`src/rtl/mdu_issue_ctrl.sv`:
```
// Issue/interlock controller for the multiply/divide unit: start pulse, shadow busy, D-stage stall.
// Optional build macro MDU_DIV0_SKIP_EN: a zero-divisor div/divu issues but never enters DIV_RUN.
module mdu_issue_ctrl #(
    parameter int MULT_CYCLES = 5,
    parameter int DIV_CYCLES  = 10
) (
    input  logic        clk,
    input  logic        reset,
    input  logic [2:0]  E_MDUOp,
    input  logic [31:0] E_B,
    input  logic        E_flush,
    input  logic        D_uses_md,
    input  logic        mdu_busy,
    output logic        start,
    output logic [2:0]  MDUOp,
    output logic        busy_o,
    output logic        md_stall,
    output logic [31:0] stall_cnt,
    output logic        sync_err,
    output logic [1:0]  state_dbg_o
);

    typedef enum logic [1:0] {
        IDLE     = 2'd0,
        MULT_RUN = 2'd1,
        DIV_RUN  = 2'd2
    } state_t;

    state_t      state_q;
    logic [4:0]  cnt_q;
    logic        busy_q;
    logic [31:0] stall_cnt_q;
    logic        sync_err_q;

    logic is_mult;
    logic is_div;
    logic div_skip;

    assign is_mult = (E_MDUOp == 3'd1) || (E_MDUOp == 3'd2);
    assign is_div  = (E_MDUOp == 3'd3) || (E_MDUOp == 3'd4);

`ifdef MDU_DIV0_SKIP_EN
    assign div_skip = is_div && (E_B == 32'd0);
`else
    logic unused_e_b;
    assign unused_e_b = ^E_B;
    assign div_skip   = 1'b0;
`endif

    // start is a one-cycle pulse with no return handshake: the MDU must accept
    // it unconditionally; a new op is only offered while the shadow busy is low.
    assign start    = (is_mult || is_div) && !E_flush && !busy_q;
    assign MDUOp    = (E_flush || (E_MDUOp == 3'd7)) ? 3'd0 : E_MDUOp;
    assign md_stall = D_uses_md && (start || busy_q);

    always_ff @(posedge clk) begin
        if (reset) begin
            state_q     <= IDLE;
            cnt_q       <= 5'd0;
            busy_q      <= 1'b0;
            stall_cnt_q <= 32'd0;
            sync_err_q  <= 1'b0;
        end else begin
            if (md_stall) begin
                stall_cnt_q <= stall_cnt_q + 32'd1;
            end
            if (mdu_busy != busy_q) begin
                sync_err_q <= 1'b1;
            end
            case (state_q)
                IDLE: begin
                    if (start && !div_skip) begin
                        busy_q <= 1'b1;
                        if (is_mult) begin
                            state_q <= MULT_RUN;
                            cnt_q   <= 5'(MULT_CYCLES);
                        end else begin
                            state_q <= DIV_RUN;
                            cnt_q   <= 5'(DIV_CYCLES);
                        end
                    end
                end
                MULT_RUN, DIV_RUN: begin
                    if (cnt_q == 5'd1) begin
                        state_q <= IDLE;
                        busy_q  <= 1'b0;
                        cnt_q   <= 5'd0;
                    end else begin
                        cnt_q <= cnt_q - 5'd1;
                    end
                end
                default: begin
                    state_q <= IDLE;
                    busy_q  <= 1'b0;
                    cnt_q   <= 5'd0;
                end
            endcase
        end
    end

    assign busy_o      = busy_q;
    assign stall_cnt   = stall_cnt_q;
    assign sync_err    = sync_err_q;
    assign state_dbg_o = state_q;

endmodule
```
`config.mk`:
```
export PLATFORM = sky130hd
export DESIGN_NAME = mdu_issue_ctrl
export DESIGN_NICKNAME = d
export VERILOG_FILES = /design/src/rtl/mdu_issue_ctrl.sv
export SDC_FILE = /design/constraint.sdc
export NUM_CORES = 1
export LEC_CHECK = 0
export BUFFER_PORTS_ARGS = -buffer_cell sky130_fd_sc_hd__buf_4
export CAP_MARGIN = 25
export CELL_PAD_IN_SITES_DETAIL_PLACEMENT = 1
export CELL_PAD_IN_SITES_GLOBAL_PLACEMENT = 1
export CORE_UTILIZATION = 39
export DETAILED_ROUTE_END_ITERATION = 16
export PLACE_DENSITY = 0.85
export SLEW_MARGIN = 20
export SYNTH_ARGS = -nofsm -noshare
export SYNTH_HDL_FRONTEND = slang
export SYNTH_SLANG_ARGS = --single-unit
```
`constraint.sdc`:
```
create_clock -name clk -period 3.5 [get_ports clk]
set_input_delay 0.7 -clock clk [delete_from_list [all_inputs] [get_ports clk]]
set_output_delay 0.7 -clock clk [all_outputs]
set_load 0.01 [all_outputs]
```
Yosys cells after proc, flatten, opt, wreduce, memory -nomap -nowiden
Cells that the tools add are included.

storage, ports and cells
  register bits after elaboration = 41
  logic and storage cells = 43

cells by class
  multiplexer cells = 12
  add/sub/neg operators = 2
  reduce and logical (&&, ||, !) cells = 13
  equal/unequal tests = 11

operators by type and width
  cell                                                                   number
  32-bit by 1-bit adder with 32-bit output, second input constant        1
  5-bit 2-to-1 mux                                                       2
  5-bit one-hot mux with 2 select lines                                  1
  3-bit by 2-bit equality test with 1-bit output, second input constant  2
  3-bit equality test, second input constant                             2
  2-bit 2-to-1 mux                                                       3
  5-bit by 1-bit equality test with 1-bit output, second input constant  1
  1-bit logical OR                                                       5
  5-bit by 1-bit subtractor with 5-bit output, second input constant     1
  4-bit 2-to-1 mux                                                       1
  2-bit != test, second input constant                                   2
  2-bit one-hot mux with 2 select lines                                  1
  3-bit by 1-bit equality test with 1-bit output, second input constant  1
  1-bit logical AND                                                      3
  3-bit 2-to-1 mux                                                       1
  2-bit by 1-bit equality test with 1-bit output, second input constant  1
  2-bit equality test, second input constant                             1
  1-bit zero test                                                        2
  2-bit zero test                                                        1
  1-bit 2-to-1 mux                                                       2
  1-bit one-hot mux with 2 select lines                                  1
  2-bit AND reduction                                                    1
  2-bit OR reduction                                                     1
  1-bit != test                                                          1

Longest topological paths before layout
  depth after elaboration = 7
  mapped depth = 6

Worst setup path after synthesis
OpenSTA, ideal clock, no wires.

  kind = input to output
  from = in E_MDUOp[1]
  to = out md_stall
  buffers on the path = 2
  slack = 1.086 ns
  arrival = 1.714 ns
  stages on the path = 5
  path through = or3_4 -> a31oi_4 -> buf_6 -> buf_6 -> nor2_1

on the way
  longest elaborated chain between the ends = 7
  elaborated cells on any way between the ends = 11

ends and longest elaborated chain
  element                                                                       RTL line  text
  start, declared                                                               9         input logic [2:0] E_MDUOp,
  3-bit by 1-bit equality test with 1-bit output, or another cell as far along  39        assign is_mult = (E_MDUOp == 3'd1) || (E_MDUOp == 3'd2);
  1-bit logical OR, on equally long branches                                    39, 40
  1-bit logical OR (*)                                                          52        assign start = (is_mult || is_div) && !E_flush && !busy_q;
  1-bit logical AND (*) (2 in series)                                           52
  1-bit logical OR (*)                                                          54        assign md_stall = D_uses_md && (start || busy_q);
  1-bit logical AND (*)                                                         54
  end, declared                                                                 17        output logic md_stall,

Every way passes the cells marked *; elsewhere a longest branch is shown, timed or not.

Final worst setup path
Same ends and word-level chain as after synthesis.

==> results by stage <==
Outcome:
- The flow ran to the end, and the final reports show no timing, DRC or antenna violations.

Critical path:
- The sort of element at the start of the critical path is a primary input.
- The worst endpoint required time is 2.80 ns.
- The slowest stage of the critical path is the sky130_fd_sc_hd__or3_4 cell.
- Traced cell by cell, the critical path runs through buf_4 -> or3_4 -> a31oi_4 -> nor2_1 -> buf_4.
- The kind of cell with the highest combined delay on the critical path is simple AND/OR/NAND/NOR gates.
- Along the worst path, the maximum fanout reaches 5.
- Data on the critical path arrives at its endpoint at 1.66 ns.
- In this design, the critical path's most frequently occurring cell is sky130_fd_sc_hd__buf_4.
- The path type of the worst setup path is in2out.
- The delay of the slowest critical-path stage is 0.42 ns.
- The number of buffers and inverters on the critical path is 2.
- The critical path capture point type is an output pin.

GRT:
- The first-pass GRT wire length is 10250 microns.
- The global-route layer with the greatest usage is met2.
- In the global route stage, met2 resource usage came out at 0.3624.
- The maximum number of pins on one net before global-route repair is 55.
- The met1 demand-to-capacity share in global routing is 0.2397.
- The met3 routing resource usage after global routing is 0.03977.
- The remaining global-route overflow is 0.
- The number of antenna violations at the first check in global routing was 0.
- The number of global-route vias before repair is 2235.
- Across every metal layer, demand over resource in global routing totals 0.2011.

Clock network:
- No sink is reached through more buffers than the 2 on the longest clock path.
- The CTS tree is yes.
- After clock tree synthesis, the clock-pin slew on the worst setup and hold paths is 0.07 ns.
- The number of buffers added for setup after CTS is 0.
- The hold buffer count at CTS is 0.
- For the worst-skew pair, the clock arrives at the later sink with an insertion delay of 0.29 ns.
- Clock tree synthesis found a total of 41 sinks.
- The number of levels in the clock H-tree is 2.
- After clock tree synthesis, the repair step resized 0 gates.
- Buffers inserted during clock tree synthesis total 5.
- In this run the clock root is driven by a sky130_fd_sc_hd__clkbuf_8.

Synth:
- The post-synthesis cell count is 276.
- Averaged over all synthesized cells, the footprint is 8.654 sq um.
- In the post-synthesis netlist, the biggest area contributors are sky130_fd_sc_hd__dfxtp_1 34%, sky130_fd_sc_hd__o31ai_1 5.7%, sky130_fd_sc_hd__or4_1 5.3%, sky130_fd_sc_hd__a21oi_1 5.2%, sky130_fd_sc_hd__mux2_1 4.2%.
- The synthesized netlist contains 42 unique library cells.
- For this run, the leading register cell type out of synthesis is sky130_fd_sc_hd__dfxtp_1.
- The net count of the mapped netlist is 321.
- The area of the mapped netlist is 0.002389 sq mm.
- After synthesis, the share of flip-flops with an asynchronous set or reset is 0.
- The area fraction of the dominant cell type after synthesis is 0.3436.
- The synthesized flop and latch total is 41.
- Summed over all instances, the cell type with the most area after synthesis is sky130_fd_sc_hd__dfxtp_1.
- During synthesis, Yosys emitted a total of 0 warnings.
- The sequential cell area fraction in the yosys report is 0.3436.
- Counting flops with a built-in enable in the synthesized netlist gives 0.

Floorplanning:
- The row count is 28.
- From bottom edge to top edge, the die measures 80.26 microns.
- The region available for standard cell placement spans 0.005921 sq mm.
- For this design the top-level I/O count stands at 81.
- The die covers 0.006442 sq mm.
- The initial utilization of the core area, before any placement, comes to 0.4034.
- The floorplan step set the die width to 80.26 microns.

Power and ir drop:
- Of the total power, combinational logic draws 0.298.
- The analysis attributes to net switching a power of 420.9 uW.
- Summed over all cells, the static leakage comes to 1.069 nW.
- Of the total power, the share spent switching nets is 0.3437.
- For this design the ratio of total power to cell area is 433.9 mW/mm^2.
- Of the total power, registers draw 0.444.
- Internal power comes to 803.7 uW.
- The clock group share of total power is 0.258.
- IR analysis of the VDD net gives a maximum drop of 0.3634 mV.

Detailed routing:
- Dividing the detail-routed wire length by the instance count gives 15.53 microns.
- The number of DRC violations after detailed routing is 0.
- The detailed router finished its first iteration with 127 violations.
- The via density per instance is 5.890.
- The routed wire length is 6088 microns.
- The pre-antenna-repair detailed-routing pass consisted of 4 iterations.
- The count of nets left with antenna violations after detail routing is 0.
- The routed layout has 2309 vias.

Worst hold path:
- The type of the tightest min-delay check is reg2reg.

STA:
- The worst relative slew slack is 0.6257.
- The final critical-path setup slack is 1.141 ns.
- The actual transition at the worst max-transition pin is 0.5615 ns.
- The count of final hold-check violations is 0.
- The number of max-slew violations in the final report is 0.
- Setup repair after global routing left no endpoint under its margin.
- The maximum operating frequency is 424.0 MHz.
- Summed over all failing endpoints, the final setup total negative slack is 0 ns.
- In the finished design, the share of the clock period the worst path needs comes to 0.6739.
- The count of endpoints failing setup in the final report is 0.
- The worst path needs 2.359 ns of the cycle, external delays included.
- Clock skew on the completed layout was measured at 0.005424 ns.

Flow run:
- The tool flagged a number of max-cap violations equal to 0.

Final layout:
- The top cell types in the final layout, fill and taps aside, are 49 x sky130_fd_sc_hd__buf_4, 41 x sky130_fd_sc_hd__dfxtp_1, 25 x sky130_fd_sc_hd__a21oi_1.
- The share of final-layout standard cells stronger than drive strength 1 is 0.2050.
- Fill cells in the final layout number 741.
- The library cell used most frequently in the layout, excluding fill and tap cells, is sky130_fd_sc_hd__buf_4.
- The area overhead of the layout relative to synthesis is 18.18%.
- The sequential cells in the finished layout cover a total of 820.8 sq um.
- 0 antenna diodes ended up in the layout.
- The combined area of the multi-input logic cells is 0.001409 sq mm.
- The layout net count is 362.

Placement:
- The half-perimeter wire length after detailed placement is 4345 microns.
- OpenSTA, run right after detailed placement, puts the worst setup slack at 0.9900 ns.
- At the end of routability-driven placement, the weighted congestion stood at 0.7805.
- Input and output buffers added on the ports amount to 48.
[kinds of logic after synthesis]
logic type / count (synthesis) / synth area share
AOI/OAI and AO/OA: 67 / 0.1823
xor gates and xnor gates: 3 / 0.01100
adders and majority gates: 5 / 0.02619
buffers and inverters: 27 / 0.06653
DFF: 41 / 0.3436
muxes: 11 / 0.05500
and+or+nand+nor: 122 / 0.3153
[synth_stat cells (all sizes together) (3+ instances only)]
cell	n
o31ai	18
nand3	13
mux2	11
and3	5
dfxtp	41
nor2b	12
or3	7
buf	9
ha	5
nor3b	3
inv	12
or4	17
nor2	17
nand4	12
o21ai	13
a21oi	25
nor4	9
and4	6
nor3	5
a211oi	3
nand2	8
a31o	3
clkbuf	6
[power groups by stage]
| stage | logic, mW | clock network, mW | registers (mW) |
|---|---|---|---|
| finish | 0.365 | 0.316 | 0.543 |
| global route | 0.412 | 0.342 | 0.550 |
| floorplan | 0.281 | 0 | 0.550 |
| global placement | 0.347 | 0 | 0.551 |
| CTS | 0.368 | 0.326 | 0.542 |
| detailed placement | 0.366 | 0 | 0.553 |
[tightest hold or removal path: cells and delay by family, from the launching register on]
family        cells  cell delay (ns)
simple gates      2             0.14
flops             1             0.32
[area by class of cell]
type,instances,area share
clock buffers,7,0.03059
multi-input cells,208,0.4991
flip-flops and latches,41,0.2908
well taps,75,0.03324
repair buffers,49,0.1303
inverters,12,0.01596
[metal layers]
layer | routed length, microns | part of all wire
met4 | 55 | 0.0090
met2 | 3056 | 0.50
met1 | 2761 | 0.45
met3 | 215 | 0.035
met5 | 0 | 0
[path summary, 6_finish.rpt]
path,start,to,slack (ns),cells past startpoint
worst max register to register,stall_cnt[10],stall_cnt[31],1.29,4
worst max-delay path,E_MDUOp[1],md_stall,1.14,5
worst min register to register,sync_err,sync_err,0.50,2
worst min-delay path,sync_err,sync_err,0.50,2
[state kept, by name, indices dropped and copies added, names as in the netlist]
name and cells:
stall_cnt 32, busy_o 1, cnt_q 5, state_dbg_o 2
sync_err 1
[stage by stage]
| stage | total power [mW] | util | instances | cell area (sq um) | hold slack (ns) |
|---|---|---|---|---|---|
| 6_report | 1.225 | 0.4768 | 392 | 2823 | 0.5016 |
| 5_1_grt | 1.303 | 0.4768 | 392 | 2823 | 0.5424 |
| 4_1_cts | 1.236 | 0.4768 | 392 | 2823 | 0.5067 |
| 3_5_place_dp | 0.9188 | 0.4622 | 385 | 2736 | 0.4907 |
| 3_3_place_gp | 0.8983 | 0.4622 | 385 | 2736 | 0.4641 |
| 2_1_floorplan | 0.8310 | - | 276 | 2389 | 0.4675 |
Note: power is estimated with default switching activity, not from simulation.
